===== src/rtl/shift_pkg.sv =====
// Shared encodings for the universal shift register and its serialiser.
package shift_pkg;

    typedef enum logic [2:0] {
        MODE_HOLD = 3'd0,
        MODE_LOAD = 3'd1,
        MODE_SHL  = 3'd2,
        MODE_SHR  = 3'd3,
        MODE_ROL  = 3'd4,
        MODE_ROR  = 3'd5,
        MODE_SCLR = 3'd6,
        MODE_RSVD = 3'd7
    } mode_e;

    typedef enum logic [1:0] {
        IDLE = 2'd0,
        XFER = 2'd1,
        FIN  = 2'd2
    } state_e;

endpackage


===== src/rtl/univ_shift_reg_bit_cnt.sv =====
// Saturating bit counter, falling-edge clocked, with async active-low clear,
// sync clear and a terminal-count flag at N-1.
module bit_cnt #(
    parameter int N  = 8,
    parameter int CW = $clog2(N)
) (
    input  logic          clk,
    input  logic          clr,
    input  logic          en,
    input  logic          sclr,
    output logic [CW-1:0] cnt,
    output logic          tc
);

    assign tc = (cnt == CW'(N - 1));

    // sclr wins over en; the count never advances past N-1
    always_ff @(negedge clk or negedge clr) begin
        if (!clr)
            cnt <= '0;
        else if (sclr)
            cnt <= '0;
        else if (en && !tc)
            cnt <= cnt + CW'(1);
    end

endmodule


===== src/rtl/univ_shift_reg.sv =====
// Universal N-bit register: six per-cycle modes plus a self-timed LSB-first
// serialiser (IDLE -> XFER -> FIN). All state changes on the falling edge.
module univ_shift_reg
    import shift_pkg::*;
#(
    parameter int N = 8
) (
    input  logic         CLK,
    input  logic         CLR,
    input  logic         EN,
    input  logic [2:0]   MODE,
    input  logic [N-1:0] D,
    input  logic         SIL,
    input  logic         SIR,
    input  logic         START,
    output logic [N-1:0] Q,
    output logic         SOL,
    output logic         SOR,
    output logic         BUSY,
    output logic         DONE
);

    localparam int CW = $clog2(N);

    state_e          state, state_nx;
    logic [N-1:0]    q_nx;
    logic            cnt_sclr, cnt_inc, cnt_tc;
    logic [CW-1:0]   cnt;

    bit_cnt #(.N(N), .CW(CW)) u_cnt (
        .clk  (CLK),
        .clr  (CLR),
        .en   (cnt_inc),
        .sclr (cnt_sclr),
        .cnt  (cnt),
        .tc   (cnt_tc)
    );

    always_ff @(negedge CLK or negedge CLR) begin
        if (!CLR) begin
            state <= IDLE;
            Q     <= '0;
        end else if (EN) begin
            state <= state_nx;
            Q     <= q_nx;
        end
    end

    always_comb begin
        state_nx = state;
        q_nx     = Q;
        cnt_sclr = 1'b0;
        cnt_inc  = 1'b0;
        case (state)
            IDLE: begin
                if (START) begin
                    q_nx     = D;
                    cnt_sclr = EN;
                    state_nx = XFER;
                end else begin
                    case (mode_e'(MODE))
                        MODE_LOAD: q_nx = D;
                        MODE_SHL:  q_nx = {Q[N-2:0], SIR};
                        MODE_SHR:  q_nx = {SIL, Q[N-1:1]};
                        MODE_ROL:  q_nx = {Q[N-2:0], Q[N-1]};
                        MODE_ROR:  q_nx = {Q[0], Q[N-1:1]};
                        MODE_SCLR: q_nx = '0;
                        default:   q_nx = Q;
                    endcase
                end
            end
            XFER: begin
                q_nx = {SIL, Q[N-1:1]};
                // counter returns to 0 on the last bit so it idles at zero
                if (cnt_tc) begin
                    cnt_sclr = EN;
                    state_nx = FIN;
                end else begin
                    cnt_inc = EN;
                end
            end
            FIN:     state_nx = IDLE;
            default: state_nx = IDLE;
        endcase
    end

    assign SOL  = Q[N-1];
    assign SOR  = Q[0];
    assign BUSY = (state == XFER);
    assign DONE = (state == FIN);

    a_cnt_idle: assert property (@(posedge CLK) disable iff (!CLR)
        (state != XFER) |-> (cnt == '0));

endmodule

===== config.mk =====
export PLATFORM = sky130hd
export DESIGN_NAME = univ_shift_reg
export DESIGN_NICKNAME = d
export VERILOG_FILES = /design/src/rtl/shift_pkg.sv /design/src/rtl/univ_shift_reg_bit_cnt.sv /design/src/rtl/univ_shift_reg.sv
export SDC_FILE = /design/constraint.sdc
export NUM_CORES = 1
export LEC_CHECK = 0
export ABC_AREA = 1
export CAP_MARGIN = 10
export CORE_MARGIN = 2
export CORE_UTILIZATION = 45
export DETAILED_ROUTE_END_ITERATION = 8
export GPL_ROUTABILITY_DRIVEN = 1
export GPL_TIMING_DRIVEN = 0
export HOLD_SLACK_MARGIN = 0.15
export PLACE_DENSITY = 0.76
export SYNTH_ARGS = -nofsm -noshare
export SYNTH_HDL_FRONTEND = slang
export SYNTH_SLANG_ARGS = --single-unit
export TNS_END_PERCENT = 1

===== constraint.sdc =====
create_clock -name CLK -period 2.9 [get_ports CLK]
set_input_delay 0.29 -clock CLK [delete_from_list [all_inputs] [get_ports CLK]]
set_output_delay 0.29 -clock CLK [all_outputs]
set_load 0.05 [all_outputs]

==> impl_metrics.yaml <==
run_status:
  status: "completed"
logic_synthesis:
  synth.area.top_cells: "dfrtn_1 33%, nand3_1 14%, nand2_1 13%"
  synth_top_cell_by_area: "dfrtn_1"
  synth_seq_cells: 13
  syn_area_um2: 997.2
  synth_top_area_share_pct: 32.62
  avgSynthCellArea_um2: 6.830
  synth_nets: 165
  yosysWarnings: 0
  synthCells: 146
  synth-seq-area-share_pct: 32.62
  ys_types: 23
cells_and_area:
  fin_cells: 207
  n_antenna_cell: 0
  area_growth_syn_to_layout_pct: 33.12
  layout.nets: 199
  multi_input_area_um2: 589.3
  fill_cells: 207
  drive_gt1_share_pct: 22.35
  regArea_um2: 325.3
  fin_util_pct: 61.79
global_routing:
  grt_use_met3_pct: 2.632
  busiest_layer: "met2"
  antenna_found_initial: 0
  track_usage_pct: 22.37
  overflow: 0
  met2_usage_pct: 36.15
  grt_pass1_vias: 949
  use_met1_pct: 29.76
  grt_pass1_wl_um: 4353
  grt_max_degree: 14
floorplanning:
  die_h_um: 51.08
  start_util_pct: 46.42
  core_area_um2: 2148
  die_w_um: 51.08
  io_pins: 29
  die-area_um2: 2609
  rows: 17
sta:
  fin_worst_skew_ns: 0.004630
  setup_ws_ns: 0.03543
  worstMarginPinSlew_ns: 0.5928
  setup_viol: 0
  finalHoldViolCount: 0
  setup_tns_ns: 0
  slew_viol_final: 0
  slew-limit-headroom_pct: 60.35
  rsz0062_at_grt: "true"
place:
  dp_hpwl_um: 1930
  dp_cells: 201
  dp_worst_setup_slack_ns: -0.4160
  io_buffers: 27
  routabilityCongestion: 0.8002
cts:
  path_clk_slew_ns: 0.05
  clk-insertion-delay-late_ns: 0.28
  cts_made_buffers: 3
  clock-sinks: 13
  clock_path_buffers: 2
  h-tree-depth: 1
  hold_buffers: 0
  cts_tree: "done"
  cts-root-buf: "clkbuf_4"
detailed_routing:
  wl_per_cell_um: 12.58
  drt_iter0_markers: 26
  via_per_inst: 5.155
  drt_first_pass_iters: 4
  drc: 0
  wl_um: 2604
  vias: 1067
  postRouteAntennaNets: 0
pwr:
  p_leak_nw: 0.6547
  ir_drop_v: 0.0006323
  power.total_w: 0.001367
  powerDensity_nw_per_um2: 1030
worst_setup_path:
  end_kind: "output pin"
  worstSetupPathType: "register to output pin"
  critical_path_arrival_ns: 2.57
  cp_top_family: "flip-flops"
  crit_slowest_cell: "dfrtn_1"
  cp_num_buf_inv: 1
  path_max_fanout: 4
  crit_chain: "clkdlybuf4s18_2"
  slowest_delay_ns: 0.46
  required_ns: 2.61
  startpoint_type: "register"
min_path:
  min_path_type: "register to register"
flow_run:
  maxCapViolations: 0
## sequential cells by signal, summed over array words and instances, names as in the netlist
signal	cells
Q	8
state	2
u_cnt.cnt	3
## power breakdown
group / internal (W) / switching, W / leakage, nW / total, W
sequential: 0.000271 / 0.0000968 / 0.163 / 0.000368
clock: 0.0000534 / 0.0000597 / 0.0150 / 0.000113
combinational: 0.000285 / 0.000601 / 0.477 / 0.000886
## layer usage
layer  share of wire, %  routed length, um  up-vias
met1                 45               1162      489
met4               0.88                 23        0
met2                 50               1293       27
met5                  0                  0        -
met3                4.8                124        4
li1                   -                  -      547
## per-stage QoR
step,hold WS (ns),area (um^2)
3_5_place_dp,0.5126,1305
2_1_floorplan,0.4369,999.7
4_1_cts,0.5187,1301
3_3_place_gp,0.4650,1305
6_report,0.5029,1328
5_1_grt,0.5281,1328
## cell usage in the layout (no fill, tap or decap), drive strengths merged, types with 2 or more instances in the layout
cell type / count
nor2: 21
dfrtn: 13
o21ai: 9
ha: 2
nand3: 30
clkdlybuf4s50: 13
nand2: 37
nand4: 4
clkbuf: 5
buf: 19
a21oi: 10
inv: 13
## path summary, 6_finish.rpt
| check | from | endpoint | slack (ns) | cells past startpoint |
|---|---|---|---|---|
| max in group asynchronous | CLR | Q[7] | 0.77 | 1 |
| setup / recovery | Q[1] | Q[1] | 0.04 | 1 |
| hold / removal | state[1] | state[1] | 0.50 | 2 |
| min in group asynchronous | CLR | Q[6] | 1.72 | 1 |
| setup reg to reg | state[1] | Q[0] | 1.35 | 10 |
| hold reg to reg | state[1] | state[1] | 0.50 | 2 |
## logic make-up after synthesis
kind of cell             Yosys count  synth area share, %
adder cells (fa/ha/maj)            2                2.509
flip-flops                        13                32.62
buffers and inverters             19                10.54
AND/OR/NAND/NOR                   93                44.04
AO/OA/AOI/OAI                     19                10.29
## synth_stat cells
cell and number:
o21ai_2 2, nand3_1 28, nor2_4 1, o21ai_0 5
o21ai_1 2, inv_1 10, nand2_4 1, ha_1 2
nand3_2 1, nand3_4 1, nor2_1 18, dfrtn_1 13
a21oi_1 10, nand2_2 1, inv_2 2, or2_0 1
nand2_1 35, inv_4 1, buf_6 3, nand4_1 4
buf_2 1, buf_4 2, nor2_2 2
## layout make-up
type	instances	share of cell area [%]
multi-input combinational	114	44.39
sequential	13	24.51
timing repair buffer	29	18.57
buffer	6	4.053
inverter	13	3.864
tap	28	2.639
clock buffer	4	1.979
## what timing repair did
item	CTS	global route
buffers inserted	1	1
gates resized for setup	62	12
pin swaps	1	1
endpoints found under the setup margin	20	13
cloned	0	0
Power figures use the tool's default switching activity.
